**config.mk**
```make
export PLATFORM = sky130hd
export DESIGN_NAME = apb_memif_mux
export DESIGN_NICKNAME = d
export VERILOG_FILES = /design/src/rtl/apb_memif_mux.sv
export SDC_FILE = /design/constraint.sdc
export NUM_CORES = 1
export LEC_CHECK = 0
export ABC_AREA = 1
export CORE_ASPECT_RATIO = 0.7
export CORE_MARGIN = 2
export CORE_UTILIZATION = 34
export DETAILED_ROUTE_END_ITERATION = 10
export PLACE_DENSITY = 0.86
export SLEW_MARGIN = 20
export SYNTH_ARGS = -nofsm -noshare
export SYNTH_HDL_FRONTEND = slang
export SYNTH_SLANG_ARGS = --single-unit
export TNS_END_PERCENT = 10
```
**constraint.sdc**
```tcl
create_clock -name clk_i -period 2.6 [get_ports clk_i]
set_clock_uncertainty 0.05 [all_clocks]
set_input_delay 0.39 -clock clk_i [delete_from_list [all_inputs] [get_ports clk_i]]
set_output_delay 0.39 -clock clk_i [all_outputs]
set_load 0.01 [all_outputs]
```
**src/rtl/apb_memif_mux.sv**
```systemverilog
// APB slave bridge that decodes the address into one of NUM_REGIONS memory
// ports and drives a level req/ack handshake to the selected port.
// APB responses (pready/prdata/pslverr) all come from flops, so there is no
// combinational path from a memory port back to the APB bus.
// Optional: define APB_MEMIF_MUX_TIMEOUT_EN to abort a hung target after
// TIMEOUT_CYCLES busy cycles with a slave error.
module apb_memif_mux #(
    parameter int                    ADDR_WIDTH       = 32,
    parameter int                    DATA_WIDTH       = 32,
    parameter int                    NUM_REGIONS      = 4,
    parameter int                    REGION_SIZE_LOG2 = 12,
    parameter logic [ADDR_WIDTH-1:0] BASE_ADDR        = '0,
    parameter int                    TIMEOUT_CYCLES   = 64
) (
    input  logic                              clk_i,
    input  logic                              arst_i,
    input  logic                              psel_i,
    input  logic                              penable_i,
    input  logic [ADDR_WIDTH-1:0]             paddr_i,
    input  logic                              pwrite_i,
    input  logic [DATA_WIDTH-1:0]             pwdata_i,
    input  logic [DATA_WIDTH/8-1:0]           pstrb_i,
    output logic                              pready_o,
    output logic [DATA_WIDTH-1:0]             prdata_o,
    output logic                              pslverr_o,
    output logic [NUM_REGIONS-1:0]            mreq_o,
    output logic [REGION_SIZE_LOG2-1:0]       maddr_o,
    output logic                              mwe_o,
    output logic [DATA_WIDTH-1:0]             mwdata_o,
    output logic [DATA_WIDTH/8-1:0]           mstrb_o,
    input  logic [NUM_REGIONS-1:0]            mack_i,
    input  logic [NUM_REGIONS*DATA_WIDTH-1:0] mrdata_i,
    input  logic [NUM_REGIONS-1:0]            mresp_i
);

    localparam int STRB_W = DATA_WIDTH / 8;
    localparam int IDX_W  = (NUM_REGIONS > 1) ? $clog2(NUM_REGIONS) : 1;
    localparam logic [ADDR_WIDTH-1:0] NUM_REGIONS_A = ADDR_WIDTH'(NUM_REGIONS);

    typedef enum logic [1:0] {IDLE, BUSY, DONE} state_t;

    state_t                      state_q, state_d;
    logic [IDX_W-1:0]            idx_q, idx_d;
    logic [REGION_SIZE_LOG2-1:0] maddr_q, maddr_d;
    logic                        mwe_q, mwe_d;
    logic [DATA_WIDTH-1:0]       mwdata_q, mwdata_d;
    logic [STRB_W-1:0]           mstrb_q, mstrb_d;
    logic [DATA_WIDTH-1:0]       prdata_q, prdata_d;
    logic                        pslverr_q, pslverr_d;
    logic                        pready_q, pready_d;

    logic [ADDR_WIDTH-1:0]       off;
    logic [ADDR_WIDTH-1:0]       region;
    logic                        hit;
    logic                        sel_ack;
    logic                        sel_resp;
    logic [DATA_WIDTH-1:0]       sel_rdata;
    logic                        timeout_hit;

    // Address decode; addresses below BASE_ADDR wrap to a huge offset and miss
    always_comb begin
        off    = paddr_i - BASE_ADDR;
        region = off >> REGION_SIZE_LOG2;
        hit    = (region < NUM_REGIONS_A);
    end

    // Pick the handshake inputs of the region currently being served
    always_comb begin
        sel_ack   = mack_i[idx_q];
        sel_resp  = mresp_i[idx_q];
        sel_rdata = mrdata_i[idx_q*DATA_WIDTH +: DATA_WIDTH];
    end

`ifdef APB_MEMIF_MUX_TIMEOUT_EN
    localparam int CNT_W = $clog2(TIMEOUT_CYCLES + 1);

    logic [CNT_W-1:0] cnt_q, cnt_d;

    // Count busy cycles; the count restarts from zero on every entry to BUSY
    always_comb begin
        cnt_d       = (state_q == BUSY) ? cnt_q + 1'b1 : '0;
        timeout_hit = (state_q == BUSY) && (cnt_q == CNT_W'(TIMEOUT_CYCLES - 1));
    end

    // Busy-cycle counter register
    always_ff @(posedge clk_i or posedge arst_i) begin
        if (arst_i) cnt_q <= '0;
        else        cnt_q <= cnt_d;
    end
`else
    // Without the counter a busy access waits forever; the expression is
    // constant false for any sane TIMEOUT_CYCLES
    assign timeout_hit = (TIMEOUT_CYCLES < 0);
`endif

    // Next-state logic, request latching and APB response capture
    always_comb begin
        state_d   = state_q;
        idx_d     = idx_q;
        maddr_d   = maddr_q;
        mwe_d     = mwe_q;
        mwdata_d  = mwdata_q;
        mstrb_d   = mstrb_q;
        prdata_d  = prdata_q;
        pslverr_d = 1'b0;
        pready_d  = 1'b0;
        case (state_q)
            IDLE: begin
                if (psel_i && penable_i) begin
                    if (hit) begin
                        idx_d    = region[IDX_W-1:0];
                        maddr_d  = off[REGION_SIZE_LOG2-1:0];
                        mwe_d    = pwrite_i;
                        mwdata_d = pwdata_i;
                        mstrb_d  = pstrb_i;
                        state_d  = BUSY;
                    end else begin
                        prdata_d  = '0;
                        pslverr_d = 1'b1;
                        pready_d  = 1'b1;
                        state_d   = DONE;
                    end
                end
            end
            BUSY: begin
                if (sel_ack) begin
                    prdata_d  = mwe_q ? '0 : sel_rdata;
                    pslverr_d = sel_resp;
                    pready_d  = 1'b1;
                    state_d   = DONE;
                end else if (timeout_hit) begin
                    prdata_d  = '0;
                    pslverr_d = 1'b1;
                    pready_d  = 1'b1;
                    state_d   = DONE;
                end
            end
            DONE: begin
                state_d = IDLE;
            end
            default: begin
                state_d = IDLE;
            end
        endcase
    end

    // State, latched request and registered APB response
    always_ff @(posedge clk_i or posedge arst_i) begin
        if (arst_i) begin
            state_q   <= IDLE;
            idx_q     <= '0;
            maddr_q   <= '0;
            mwe_q     <= 1'b0;
            mwdata_q  <= '0;
            mstrb_q   <= '0;
            prdata_q  <= '0;
            pslverr_q <= 1'b0;
            pready_q  <= 1'b0;
        end else begin
            state_q   <= state_d;
            idx_q     <= idx_d;
            maddr_q   <= maddr_d;
            mwe_q     <= mwe_d;
            mwdata_q  <= mwdata_d;
            mstrb_q   <= mstrb_d;
            prdata_q  <= prdata_d;
            pslverr_q <= pslverr_d;
            pready_q  <= pready_d;
        end
    end

    // One-hot request only while BUSY, so it drops as soon as DONE or reset hits
    always_comb begin
        mreq_o = '0;
        if (state_q == BUSY) mreq_o[idx_q] = 1'b1;
    end

    assign maddr_o   = maddr_q;
    assign mwe_o     = mwe_q;
    assign mwdata_o  = mwdata_q;
    assign mstrb_o   = mstrb_q;
    assign pready_o  = pready_q;
    assign prdata_o  = prdata_q;
    assign pslverr_o = pslverr_q;

endmodule

```
==> impl_metrics.yaml <==
floorplanning:
  die_area_mm2: 0.0149
  die-width_um: 145
  initial_core_util_pct: 34.4
  core_area_mm2: 0.0138
  die_y_um: 103
  std_cell_rows: 36
  io_pins: 296
grt:
  grt_pass1_vias: 5316
  grt_overflow_total: 0
  grt_pass1_wl_um: 26400
  grt_max_degree: 88
  antenna_found_initial: 0
  grt_util_all_layers_pct: 22.0
setup_path:
  end_kind: "primary output"
  reg2reg_depth: 9
  cp.required_ns: 2.16
  reg2reg_to: "prdata_o[20]$_DFFE_PP0P_"
  cp_cell_sequence: "inv_2 > nor3_1 > clkdlybuf4s50_1"
  worstSetupStartpointType: "flop"
  slowest_stage: "clkdlybuf4s50_1"
  r2r-start: "idx_q[0]$_DFFE_PP0P_"
  crit_arrival_ns: 1.76
  path_max_fanout: 9
  cpPeakStageDelay_ns: 0.57
  reg2reg_slack_ns: 0.86
  crit_type: "reg -> out"
power:
  p_per_area_mw_per_mm2: 376
  vdd_drop_max_mv: 0.277
  power_leakage_nw: 4.00
place:
  place_ws_ns: 0.494
  gp_congestion: 0.821
  placed_cell_area_mm2: 0.00781
  dp.final_hpwl_um: 12400
  port_buffers: 295
route:
  drt_iter0_drc: 257
  wl_um: 16600
  wire_per_inst_um: 14.2
  first_pass_iters: 4
  ant_nets: 0
  via_per_inst: 4.72
  via_count: 5515
  drc: 0
synthesis:
  synth_area_per_cell_um2: 6.80
  ys_types: 19
  yosys_warnings: 0
  ys_ff_latch: 87
  ys_seq_area_share_pct: 45.9
  syn-num-nets: 906
  syn_inst: 697
  syn_area_mm2: 0.00474
timing:
  clock.fmax_mhz: 454
  setup_slack_ns: 0.397
  maxSlewHeadroom_pct: 68.1
  finalMaxSlewViolations: 0
  period_share_pct: 84.7
  rsz0062_at_grt: "no"
  worst_pin_slew_ns: 0.479
  hold_violations: 0
  setup_violations: 0
  finalSetupTns_ns: 0
  period_needed_ns: 2.20
cts:
  cts_setup_buffers: 0
  cts.sinks: 87
  path_clk_slew_ns: 0.07
  hold_buffers: 0
  cts_resized: 0
  max-clock-path-buffers: 2
  cts_buffers: 9
  cts_root_buf: "clkbuf_16"
  tritoncts: "yes"
  clock_latency_ns: 0.33
  htreeDepth: 3
final_layout:
  num-fill-cells: 1273
  antenna_cells: 0
  ff_latch_area_mm2: 0.00218
  mostFrequentLayoutCell: "nand2_1"
  area_growth_pct: 70.9
  final_cell_area_mm2: 0.00810
  multi_input_area_mm2: 0.00227
  nNetsFinal: 1182
  drive_gt1_share_pct: 4.29
  mostFrequentLayoutCells: "nand2_1 (347), clkdlybuf4s50_1 (295), nand3_1 (118), dfrtp_1 (87), nor2_1 (77)"
run:
  max-cap-violations: 0
worst_hold_path:
  worstHoldStart: "maddr_o[11]$_DFFE_PP0P_"
  holdPathStages: 2
  hold_path_end: "maddr_o[11]$_DFFE_PP0P_"
  hold_path_class: "reg -> reg"
status:
  outcome: "finished clean"
stage by stage:
step | hold slack (ns) | util [%] | power (mW) | instances
detailed placement | 0.408 | 56.7 | 1.82 | 1152
CTS | 0.424 | 58.8 | 3.09 | 1168
finish | 0.420 | 58.8 | 3.05 | 1168
global placement | 0.403 | 56.7 | 1.82 | 1152
global route | 0.452 | 58.8 | 3.18 | 1168
floorplan | 0.459 | - | 1.48 | 697
cell type report:
cell class | instances | share of cell area (%)
clock buffer | 9 | 2.78
clock inverter | 7 | 0.773
inverter | 9 | 0.464
multi-input combinational | 556 | 28.0
sequential | 87 | 26.9
tap | 190 | 2.94
timing repair buffer | 310 | 38.2
metal layers:
metal / GRT usage, % / routed length [um] / vias to the layer above
met5: 0 / 0 / -
met4: 5.81 / 267 / 0
met3: 7.43 / 1500 / 22
met2: 37.3 / 7770 / 245
met1: 27.5 / 7080 / 2518
li1: - / - / 2730
how the worst max path moves through the flow:
stage / startpoint / slack, ns / to
finish: idx_q[0]$_DFFE_PP0P_ / 0.40 / mreq_o[1]
global route: idx_q[0]$_DFFE_PP0P_ / 0.31 / mreq_o[1]
CTS: idx_q[0]$_DFFE_PP0P_ / 0.37 / mreq_o[1]
detailed placement: paddr_i[23] / 0.49 / prdata_o[7]$_DFFE_PP0P_
global placement: paddr_i[19] / 0.56 / pslverr_o$_DFF_PP0_
floorplan: arst_i / 1.15 / idx_q[0]$_DFFE_PP0P_
cells by family after synthesis:
logic type | synth area share (%)
flip-flops | 45.9
buffers and inverters | 6.23
AND/OR/NAND/NOR | 47.5
AO/OA/AOI/OAI | 0.317
cells in the mapped netlist (all sizes together):
library cell	instances	share of area, %
nor3	3	0.32
buf	40	5.1
a21oi	1	0.11
nand2	348	28
inv	9	0.71
o21ai	2	0.21
or2	1	0.13
clkbuf	5	0.40
nand3	118	12
nand4	1	0.13
and2	1	0.13
nor2	81	6.7
dfrtp	87	46
sequential cells by signal, summed over array words and instances (netlist names):
register and count:
mwdata_o 32, prdata_o 32, maddr_o 12, mstrb_o 4, idx_q 2, state_q 2, mwe_o 1, pready_o 1
pslverr_o 1
worst max-delay path: cells and delay by family (launching register included):
kind                   cells  cell delay, ns
buffers and inverters      2            0.67
flip-flops                 1            0.55
AND/OR/NAND/NOR            1            0.20
where the power goes:
group,total (mW),switching (mW),internal [mW]
logic,0.436,0.132,0.304
clock network,1.25,0.580,0.674
registers,1.36,0.00158,1.36
total,3.05,0.713,2.33
No activity file was read; power rests on OpenSTA's default activity.
